<file path="src/rtl/seg_display_arbiter.sv">
// -----------------------------------------------------------------------------
// seg_display_arbiter
//
// Owns the shared 4-digit seven-segment display. It gives the display to one of
// two requesters using round-robin arbitration. An owner keeps the display for a
// minimum number of scan ticks so that the display does not flicker between
// sources. The block also generates the digit-scan timing. It drives the
// active-low anodes and the nibble for the current digit, and the existing
// nibble-to-segment decoders take that nibble as their input.
//
// Ports:
//   clk        system clock
//   reset      asynchronous active-high reset; clears all state
//   req0/val0  requester 0 level request and 16-bit value ([3:0] = rightmost)
//   req1/val1  requester 1 level request and 16-bit value
//   gnt        one-hot grant (bit n = requester n owns), 2'b00 when idle
//   disp_val   registered copy of the owner's value
//   digit_sel  current scan digit index 0..3
//   an         active-low anodes, 4'b1111 when blank
//   digit_nib  disp_val nibble selected by digit_sel
//   blank      high when nobody owns the display
// -----------------------------------------------------------------------------
module seg_display_arbiter #(
  parameter int SCAN_DIV   = 100000,  // clk cycles per digit slot, >= 2
  parameter int HOLD_TICKS = 1024     // minimum scan ticks per owner, >= 1
) (
  input  logic        clk,
  input  logic        reset,
  input  logic        req0,
  input  logic [15:0] val0,
  input  logic        req1,
  input  logic [15:0] val1,
  output logic [1:0]  gnt,
  output logic [15:0] disp_val,
  output logic [1:0]  digit_sel,
  output logic [3:0]  an,
  output logic [3:0]  digit_nib,
  output logic        blank
);

  localparam int DW = $clog2(SCAN_DIV);
  localparam int HW = (HOLD_TICKS > 1) ? $clog2(HOLD_TICKS) : 1;
  localparam logic [DW-1:0] DIV_MAX  = DW'(SCAN_DIV - 1);
  localparam logic [HW-1:0] HOLD_MAX = HW'(HOLD_TICKS - 1);

  typedef enum logic [1:0] {
    IDLE = 2'd0,
    OWN0 = 2'd1,
    OWN1 = 2'd2
  } state_t;

  state_t         state_q, state_d;
  logic [DW-1:0]  div_q, div_d;
  logic [1:0]     digit_sel_q, digit_sel_d;
  logic [HW-1:0]  hold_cnt_q, hold_cnt_d;
  logic           last_owner_q, last_owner_d;
  logic [15:0]    disp_val_q, disp_val_d;

  logic tick;
  logic hold_expired;

  assign tick         = (div_q == DIV_MAX);
  assign hold_expired = tick && (hold_cnt_q >= HOLD_MAX);

  // The scan runs all the time. An ownership change does not restart it.
  assign div_d       = tick ? '0 : div_q + 1'b1;
  assign digit_sel_d = tick ? digit_sel_q + 2'd1 : digit_sel_q;

  always_ff @(posedge clk or posedge reset) begin
    if (reset) begin
      state_q      <= IDLE;
      div_q        <= '0;
      digit_sel_q  <= 2'd0;
      hold_cnt_q   <= '0;
      last_owner_q <= 1'b1;  // so that req0 wins the first tie
      disp_val_q   <= 16'h0000;
    end else begin
      state_q      <= state_d;
      div_q        <= div_d;
      digit_sel_q  <= digit_sel_d;
      hold_cnt_q   <= hold_cnt_d;
      last_owner_q <= last_owner_d;
      disp_val_q   <= disp_val_d;
    end
  end

  // Next-state logic. A voluntary release is checked before hold expiry.
  // When the owner drops its request on the same edge that the hold expires,
  // the result is therefore a release.
  always_comb begin
    state_d = state_q;
    unique case (state_q)
      IDLE: begin
        if (req0 && req1)  state_d = last_owner_q ? OWN0 : OWN1;
        else if (req0)     state_d = OWN0;
        else if (req1)     state_d = OWN1;
      end
      OWN0: begin
        if (!req0)                     state_d = req1 ? OWN1 : IDLE;
        else if (req1 && hold_expired) state_d = OWN1;
      end
      OWN1: begin
        if (!req1)                     state_d = req0 ? OWN0 : IDLE;
        else if (req0 && hold_expired) state_d = OWN0;
      end
      default: state_d = IDLE;
    endcase
  end

  // Entering an OWN state restarts the hold count and records the owner.
  // This also covers a direct OWN0 <-> OWN1 switch.
  always_comb begin
    hold_cnt_d   = hold_cnt_q;
    last_owner_d = last_owner_q;
    disp_val_d   = disp_val_q;

    if (state_d != state_q && state_d == OWN0) begin
      hold_cnt_d   = '0;
      last_owner_d = 1'b0;
    end else if (state_d != state_q && state_d == OWN1) begin
      hold_cnt_d   = '0;
      last_owner_d = 1'b1;
    end else if (state_q != IDLE && tick && hold_cnt_q < HOLD_MAX) begin
      hold_cnt_d = hold_cnt_q + 1'b1;
    end

    // The owner's value is copied on every edge, so disp_val follows it with
    // one cycle of latency. In IDLE, disp_val keeps its last value.
    if (state_q == OWN0)      disp_val_d = val0;
    else if (state_q == OWN1) disp_val_d = val1;
  end

  assign gnt       = {state_q == OWN1, state_q == OWN0};
  assign blank     = (state_q == IDLE);
  assign an        = blank ? 4'b1111 : ~(4'b0001 << digit_sel_q);
  assign digit_nib = disp_val_q[{digit_sel_q, 2'b00} +: 4];
  assign digit_sel = digit_sel_q;
  assign disp_val  = disp_val_q;

endmodule

</file>
<file path="config.mk">
export PLATFORM = sky130hd
export DESIGN_NAME = seg_display_arbiter
export DESIGN_NICKNAME = d
export VERILOG_FILES = /design/src/rtl/seg_display_arbiter.sv
export SDC_FILE = /design/constraint.sdc
export NUM_CORES = 1
export LEC_CHECK = 0
export BUFFER_PORTS_ARGS = -buffer_cell sky130_fd_sc_hd__buf_2
export CAP_MARGIN = 20
export CORE_MARGIN = 2
export CORE_UTILIZATION = 45
export DETAILED_ROUTE_END_ITERATION = 10
export MAX_ROUTING_LAYER = met4
export PLACE_DENSITY_LB_ADDON = 0.12
export SLEW_MARGIN = 30
export SYNTH_ARGS = -nofsm -noshare
export SYNTH_HDL_FRONTEND = slang
export SYNTH_SLANG_ARGS = --single-unit
</file>
<file path="constraint.sdc">
create_clock -name clk -period 2.1 [get_ports clk]
set_clock_uncertainty 0.1 [all_clocks]
set_input_delay 0.315 -clock clk [delete_from_list [all_inputs] [get_ports clk]]
set_output_delay 0.315 -clock clk [all_outputs]
set_load 0.05 [all_outputs]
</file>
==> results of run 1 <==
[flip-flops by register name (all words and copies together) (netlist names)]
register and cells:
digit_sel 2, disp_val 16, div_q 17, hold_cnt_q 10
last_owner_q 1, state_q 2
[final cells by class]
cell class                      count  area (µm²)
Sequential cell                    48        1200
Multi-Input combinational cell    183        1430
Inverter                            8        30.0
Timing Repair Buffer              116         793
Tap cell                           72        90.1
Clock inverter                      2        35.0
Fill cell                         459        1890
Clock buffer                        6        72.6
[cells by family after synthesis]
| group | Yosys count |
|---|---|
| simple gates | 96 |
| flops | 48 |
| compound gates | 31 |
| xor+xnor | 24 |
| mux | 22 |
| buf+inv | 18 |
| fa+ha+maj | 10 |
[per-layer routing]
layer,vias to the layer above,global-route usage,part of all wire
li1,1099,-,-
met1,1049,0.265,0.44
met2,34,0.351,0.51
met3,9,0.0464,0.035
met4,0,0.0593,0.015
met5,-,-,0
[repair_timing]
item | CTS | global route
hold buffers | 1 | 0
endpoints found under the hold margin | 21 | 0
pin swaps | 5 | 8
cloned | 1 | 1
endpoints found under the setup margin | 17 | 16
resized for setup | 13 | 22
setup buffers | 8 | 0
[tightest hold or removal path: cells and delay by family]
| family | cells | cell delay, ps |
|---|---|---|
| multiplexers | 1 | 50 |
| AO/OA/AOI/OAI | 1 | 130 |
| buffers and inverters | 1 | 70 |
[where the power goes]
group | switching, µW | total (µW) | leakage, µW | internal [µW]
clock network | 306 | 659 | 0.0000552 | 354
logic | 1780 | 2780 | 0.00105 | 1000
registers | 135 | 1260 | 0.000600 | 1130
total | 2220 | 4700 | 0.00171 | 2480
[metrics by stage]
stage / cell area, µm² / utilization / setup WS (ps) / hold WS (ps)
2_1_floorplan: 2640 / - / -82.4 / 349
3_3_place_gp: 3330 / 0.601 / -192 / 281
3_5_place_dp: 3330 / 0.601 / -252 / 285
4_1_cts: 3580 / 0.646 / -67.9 / 200
5_1_grt: 3650 / 0.659 / -177 / 197
6_report: 3650 / 0.659 / -68.7 / 208
[path summary, 6_finish.rpt]
path	startpoint	to	slack (ps)
max	div_q[0]	hold_cnt_q[9]	-70
min	val1[14]	disp_val[14]	210
max reg2reg	div_q[0]	hold_cnt_q[9]	-70
min reg2reg	last_owner_q	last_owner_q	370
max in group asynchronous	reset	state_q[1]	860
min in group asynchronous	reset	hold_cnt_q[1]	510
[cells in the mapped netlist, drive strengths merged, types with 2 or more instances]
library cell,number
clkbuf,6
nand3,12
nand2,17
a21oi,20
xor2,11
nand2b,2
and4,4
nor2,30
inv,8
nor4bb,2
mux4,4
o21ai,4
nor3,13
xnor2,13
buf,4
nor2b,3
mux2i,17
ha,10
dfrtp,47
nand4,3
and3,6
==> results.txt, run 1 <==
The run finished, with violations left. The final reports fail on setup timing. The run gives 33 as the maximum number of pins on one net before global-route repair. The leftover overflow at the end of global routing is 0. The mux cell area share after synthesis was 0.105. STA classifies the critical path endpoint as a flip-flop. The overall power consumption came out at 4700 µW. Of all nets on the critical path, the largest fanout is 6. The number of remaining DRC errors was 0; the final cell count without fillers was 435. The worst setup path is of the flip-flop to flip-flop kind. The hold violation count in the final report came out at 0. Proportion of synthesized flip-flops having asynchronous set or reset: 1.00. Final critical-path setup slack: -68.7 ps. The run gives 65 as the I/O pin count.

Dominant combinational cell family by area after synthesis: simple AND/OR/NAND/NOR gates. The run gives 5540 µm² as the standard cell core area. Including well taps, the total number of placed cells is 416. The clock tree synthesis step divided the H-tree into 2 levels. The ratio of final minimum period to clock period came out at 1.03.

Counting buffers and inverters, the worst setup path is 7 cells deep. For the worst flop-to-flop path, the logic depth is 7. The tools report the buffer depth of the longest clock path as 2.

The first-pass GRT wire length was 10.1 mm. The tree is rooted in a clkbuf_8. The pre-antenna-repair detailed-routing pass consisted of 4 iterations. For the total global routing track utilization, the log shows 0.212. The routability congestion estimate from global placement was 0.830; the reported max-cap violation count was 0.

Synthesis handed over a netlist of 249 instances. The floorplan die height came out at 79.8 µm. Among all flip-flop cells after synthesis, the most frequent one is dfrtp_1. The worst stage delay on the critical path came out at 500 ps. The wire-length estimate of the detail-placed layout is 4.37 mm.

The number of enable flip-flop cells after synthesis is 0, and the number of buffers and inverters on the critical path is 0. The signal on the critical path passes through ha_2 > and4_4 > and4_4 > or4b_4 > nor3_2 > xnor2_1 > nor3_2. Data arrives at the worst endpoint at 2260 ps. The largest individual stage delay along the critical path comes from the cell or4b_4. The number of nets in the synthesized netlist is 295.

Clock latency at the later pin of the worst-skew pair: 300 ps. The worst setup path is launched from a flip-flop. The achievable frequency came out at 461 MHz. The tools report the iteration-0 DRC count of the detailed router as 80.

STA puts the critical path data required time at 2190 ps. The netlist area before placement is 2580 µm², and the synthesis warning total is 0. The slew at the pin with the worst max-slew slack came out at 539 ps.

The detail route stage leaves a number of antenna-violating nets equal to 0. The via count of the first global-routing pass came out at 2179. TritonCTS built the clock tree.

The portion of the post-synthesis area used by sequential elements was 0.465. The average routed wire per standard cell works out to 14.1 µm. The synthesized-area fraction occupied by and/or/nand/nor cells was 0.201. In this design, the largest share of critical-path delay is due to simple AND/OR/NAND/NOR gates. The worst-case IR drop observed on VDD is 0.856 mV. The quantity of I/O buffers inserted on ports works out to 64.

The instance count along the most critical hold path came out at 3. The floorplan has 27 rows. In this run the static leakage power is 0.00171 µW. The xor-xnor portion of the synthesized cell area was 0.0813. Commonest non-fill, non-tap cell in the layout: buf_2.

The tools report the die outline area as 6370 µm². Setup violations remaining at the end of the flow were counted as 10. In the post-synthesis netlist, the biggest area contributors are dfrtp_1 (45%), mux2i_1 (6.6%), ha_1 (4.8%), xnor2_1 (4.4%), nor2_1 (4.4%). The cell taking the most area after synthesis was dfrtp_1. Yosys mapped the design onto 37 distinct sky130hd cell types. The final layout contains 408 nets.

The share of synthesized cell area in full adder, half adder and majority cells is 0.0484, and the detailed-route wire length is 6.11 mm. Number of pins with negative max-slew slack in the final report: 0. The number of synthesized register bits works out to 48. The run gives 0.467 as the initial core utilization. Leaving out fill and tap cells, the most frequent cells in the layout are buf_2 (59), dfrtp_1 (45), buf_4 (44). The area growth from synthesis to layout is 41.3%. The floorplan step set the die width to 79.8 µm. The worst relative slew slack is 0.640, and the power per cell area is 1290 nW/µm². The number of antenna diodes in the final layout is 0. The classification of the worst-slack hold path was input port to flip-flop.

The number of CTS-inserted buffers is 5, and the final critical-path required period is 2170 ps. CTS saw 48 sinks. The area share of the largest cell type after synthesis is 0.455, and the initial antenna violation count is 0. Setup repair after global routing could not meet its margin everywhere. The share of the synthesized area in compound gates (AO/OA/AOI/OAI) is 0.0687, and the post-synthesis average cell area is 10.4 µm².

After clock tree synthesis, the clock-pin slew on the worst setup and hold paths is 90 ps. The fraction of final layout cells sized beyond drive strength 1 is 0.438, and the summed negative setup slack over all endpoints is -380 ps. For this block, the via count after detailed routing is 2191. The via count normalized by instance count works out to 5.04.
(Power assumes the default switching activity.)
==> inputs of run 2 (changes only) <==
GPL_TIMING_DRIVEN = 0   (was not set)
clock period = 2.25 ns   (was 2.1 ns; I/O delays follow)
==> run 2 against run 1 <==
  * The run ends with hold timing left
  * Combinational power decreased by 16%
  * Critical path type unchanged
  * Total power shrank 14%
  * First-iteration DRC count is 75% higher
  * Worst setup slack better by 140 ps
  * Clock-buffer cell count did not move
  * Sequential cell count is the same
  * Register-to-register slack improved by 140 ps
==> results.txt, run 2 (synthesized netlist as in run 1, its figures left out) <==
The via count of the first global-routing pass was 2015 (was 2179). For the total global routing track utilization, the log shows 0.198 (was 0.212). Maximum fanout along the worst path: 6 (unchanged). Achievable frequency: 460 MHz (was 461 MHz). The final critical-path required period works out to 2170 ps (about the same). The tools report the placed wire-length estimate as 3.98 mm (was 4.37 mm). The logs give 80 ps (was -70 ps) for the reg-to-reg setup timing slack and 0.467 (unchanged) for the initial core utilization. The kind of critical path was flip-flop to flip-flop (unchanged). For the largest vdd supply drop, the log shows 0.568 mV (was 0.856 mV).

Number of pins with negative max-slew slack in the final report: 0 (unchanged). The power per cell area came out at 1210 nW/µm² (was 1290 nW/µm²). The flow ran to the end, but the final reports show violations. The beginning of the worst register-to-register path was hold_cnt_q[1] (was div_q[0]). The tools report the net count of the finished layout as 383 (was 408). Die span in x: 79.8 µm (unchanged). The floorplan die height was 79.8 µm (unchanged). The final worst hold slack is -3.64 ps (was 208 ps), and the die outline area is 6370 µm² (unchanged).

The first-pass GRT wire length was 9.59 mm (was 10.1 mm); the data required time at the worst endpoint was 2350 ps (was 2190 ps). The number of remaining DRC errors is 0 (unchanged), and the cell leakage power is 0.00154 µW (was 0.00171 µW). Slew at the pin with the worst max-slew slack: 575 ps (was 539 ps). The tools report the capturing point of the worst reg2reg path as hold_cnt_q[8] (was hold_cnt_q[9]). The type of element launching the critical path is a flip-flop (unchanged). The reported max-cap violation count was 0 (unchanged).

Classification of the worst-slack hold path: input port to asynchronous set/reset pin (was input port to flip-flop). The average routed wire per standard cell was 14.2 µm (was 14.1 µm); the via count normalized by instance count was 5.21 (was 5.04). The tools report the first-pass iteration count of the detailed router as 4 (unchanged). The register ranked first by flip-flop count was div_q (unchanged). The number of flip-flops in the largest register is 17 (unchanged). Violations in the final reports: hold timing (was setup timing).

The logs give 2 (was 0) for the hold violation count in the final report and 385 (was 416) for the total instance count after detailed placement. The commonest non-fill, non-tap cell in the layout was buf_2 (unchanged). The logs give 410 (was 435) for the final cell count without fillers and 0 (unchanged) for the post-detailed-route count of antenna-violating nets. The maximum number of pins on one net before global-route repair was 49 (was 33); the routability congestion estimate from global placement was 0.789 (was 0.830). The cell depth of the worst flop-to-flop path is 9 (was 7).

The run gives 0 (was 10) as the setup violation total in the final timing report. The antenna diode count is 0 (unchanged), and the CTS clock-pin slew for the worst setup and hold paths is 90 ps (about the same). The run gives 2270 ps (was 2260 ps) as the data arrival time of the critical path. The area growth from synthesis to layout was 29.7% (was 41.3%); the overall power consumption was 4050 µW (was 4700 µW).

The endpoint class of the critical path is a flip-flop (unchanged). The count of hold buffers inserted by post-cts repair came out at 0 (was 1). The quantity of I/O buffers inserted on ports was 64 (unchanged). The worst relative slew slack came out at 0.616 (was 0.640). Setup repair after global routing could not meet its margin everywhere. The buffer depth of the longest clock path is 2 (unchanged). The standard cell core area came out at 5540 µm² (unchanged). The maximum level of the CTS H-tree is 2 (unchanged), and the fraction of the core area covered by cells at the end of the flow is 0.605 (was 0.659).

The number of cell rows was 27 (unchanged); the number of CTS-inserted buffers was 5 (unchanged). Clock latency at the later pin of the worst-skew pair: 300 ps (about the same). The tools report the clock sink count as 48 (unchanged).

Placed instance area: 3010 µm² (was 3330 µm²). The via count of the routed design was 2135 (was 2191). Commonest cells after routing, fill and taps aside: buf_2 (66), dfrtp_1 (43), nor2_1 (30) (was buf_2 (59), dfrtp_1 (45), buf_4 (44)). For the initial antenna violation count, the log shows 0 (unchanged). TritonCTS built the clock tree. For the pre-CTS worst setup slack, the log shows -180 ps (was -252 ps).

The final critical-path setup slack is 76.2 ps (was -68.7 ps). Clock tree root driver cell: clkbuf_8 (unchanged). The fraction of final layout cells sized beyond drive strength 1 was 0.379 (was 0.438).

The tools report the I/O pin count as 65 (unchanged). The ratio of final minimum period to clock period works out to 0.966 (was 1.03). The tools report the total of fill cells in the finished design as 504 (was 459). The run gives 140 (was 80) as the iteration-0 DRC count of the detailed router. For the leftover overflow at the end of global routing, the log shows 0 (unchanged).

The detailed-route wire length came out at 5.81 mm (was 6.11 mm). Area of all placed cells without fillers: 3350 µm² (was 3650 µm²).
## run 2: changes by cell type in the layout (fill, tap and decap cells not counted), sizes merged
cell / before / now
dlygate4sd3: 1 / 0
buf: 112 / 85
clkbuf: 9 / 12
bufinv: 1 / 0
clkinv: 1 / 2
## run 2: cell type report
cell class / instances / area (µm²) / share of cell area
clock inverter: 2 / 10.0 / 0.00299
sequential: 48 / 1210 / 0.360
buffer: 10 / 70.1 / 0.0209
multi-input combinational: 183 / 1390 / 0.416
inverter: 8 / 32.5 / 0.00971
tap: 72 / 90.1 / 0.0269
clock buffer: 6 / 82.6 / 0.0246
timing repair buffer: 81 / 465 / 0.139
## run 2: report_power, final
group	switching (µW)	total [µW]	leakage, µW	internal [µW]
Sequential	130	1180	0.000599	1050
Combinational	1590	2330	0.000892	736
Clock	293	538	0.0000510	246
Total	2020	4050	0.00154	2040
## run 2: worst max path at each step
| stage | from | to | slack, ps | depth (start not counted) |
|---|---|---|---|---|
| CTS | hold_cnt_q[0] | hold_cnt_q[9] | 1 | 8 |
| detailed placement | div_q[0] | hold_cnt_q[1] | -180 | 9 |
| global route | div_q[1] | hold_cnt_q[4] | -30 | 8 |
| floorplan | div_q[0] | hold_cnt_q[0] | 20 | 9 |
| finish | hold_cnt_q[1] | hold_cnt_q[8] | 80 | 9 |
| global placement | state_q[1] | hold_cnt_q[2] | -190 | 7 |
## run 2: routing by layer
layer | global-route usage | vias to the layer above | wire length (µm)
li1 | - | 1051 | -
met1 | 0.276 | 1040 | 2690
met2 | 0.299 | 40 | 2860
met3 | 0.0339 | 4 | 204
met4 | 0.0610 | 0 | 53
met5 | - | - | 0
## run 2: critical path, cell delays in order (launching register included)
cell and delay, ps:
dfrtp_1 410, ha_2 200, and4_4 150, and4_1 200
buf_6 130, a32o_2 250, a21oi_4 180, and3_4 250
clkbuf_16 150, nor3_1 40
## run 2: stage by stage
step	setup TNS, ps	hold slack (ps)
after floorplan	0	349
after global placement	-1780	373
after detailed placement	-1720	356
after CTS	0	25.1
after global routing	-54.6	63.5
final	0	-3.64
## run 2: timing repair
item,4_1_cts,5_1_grt
pin swaps,4,7
cloned,0,1
endpoints found under the setup margin,16,18
resized for setup,9,20
endpoints found under the hold margin,0,0
buffers inserted,6,10
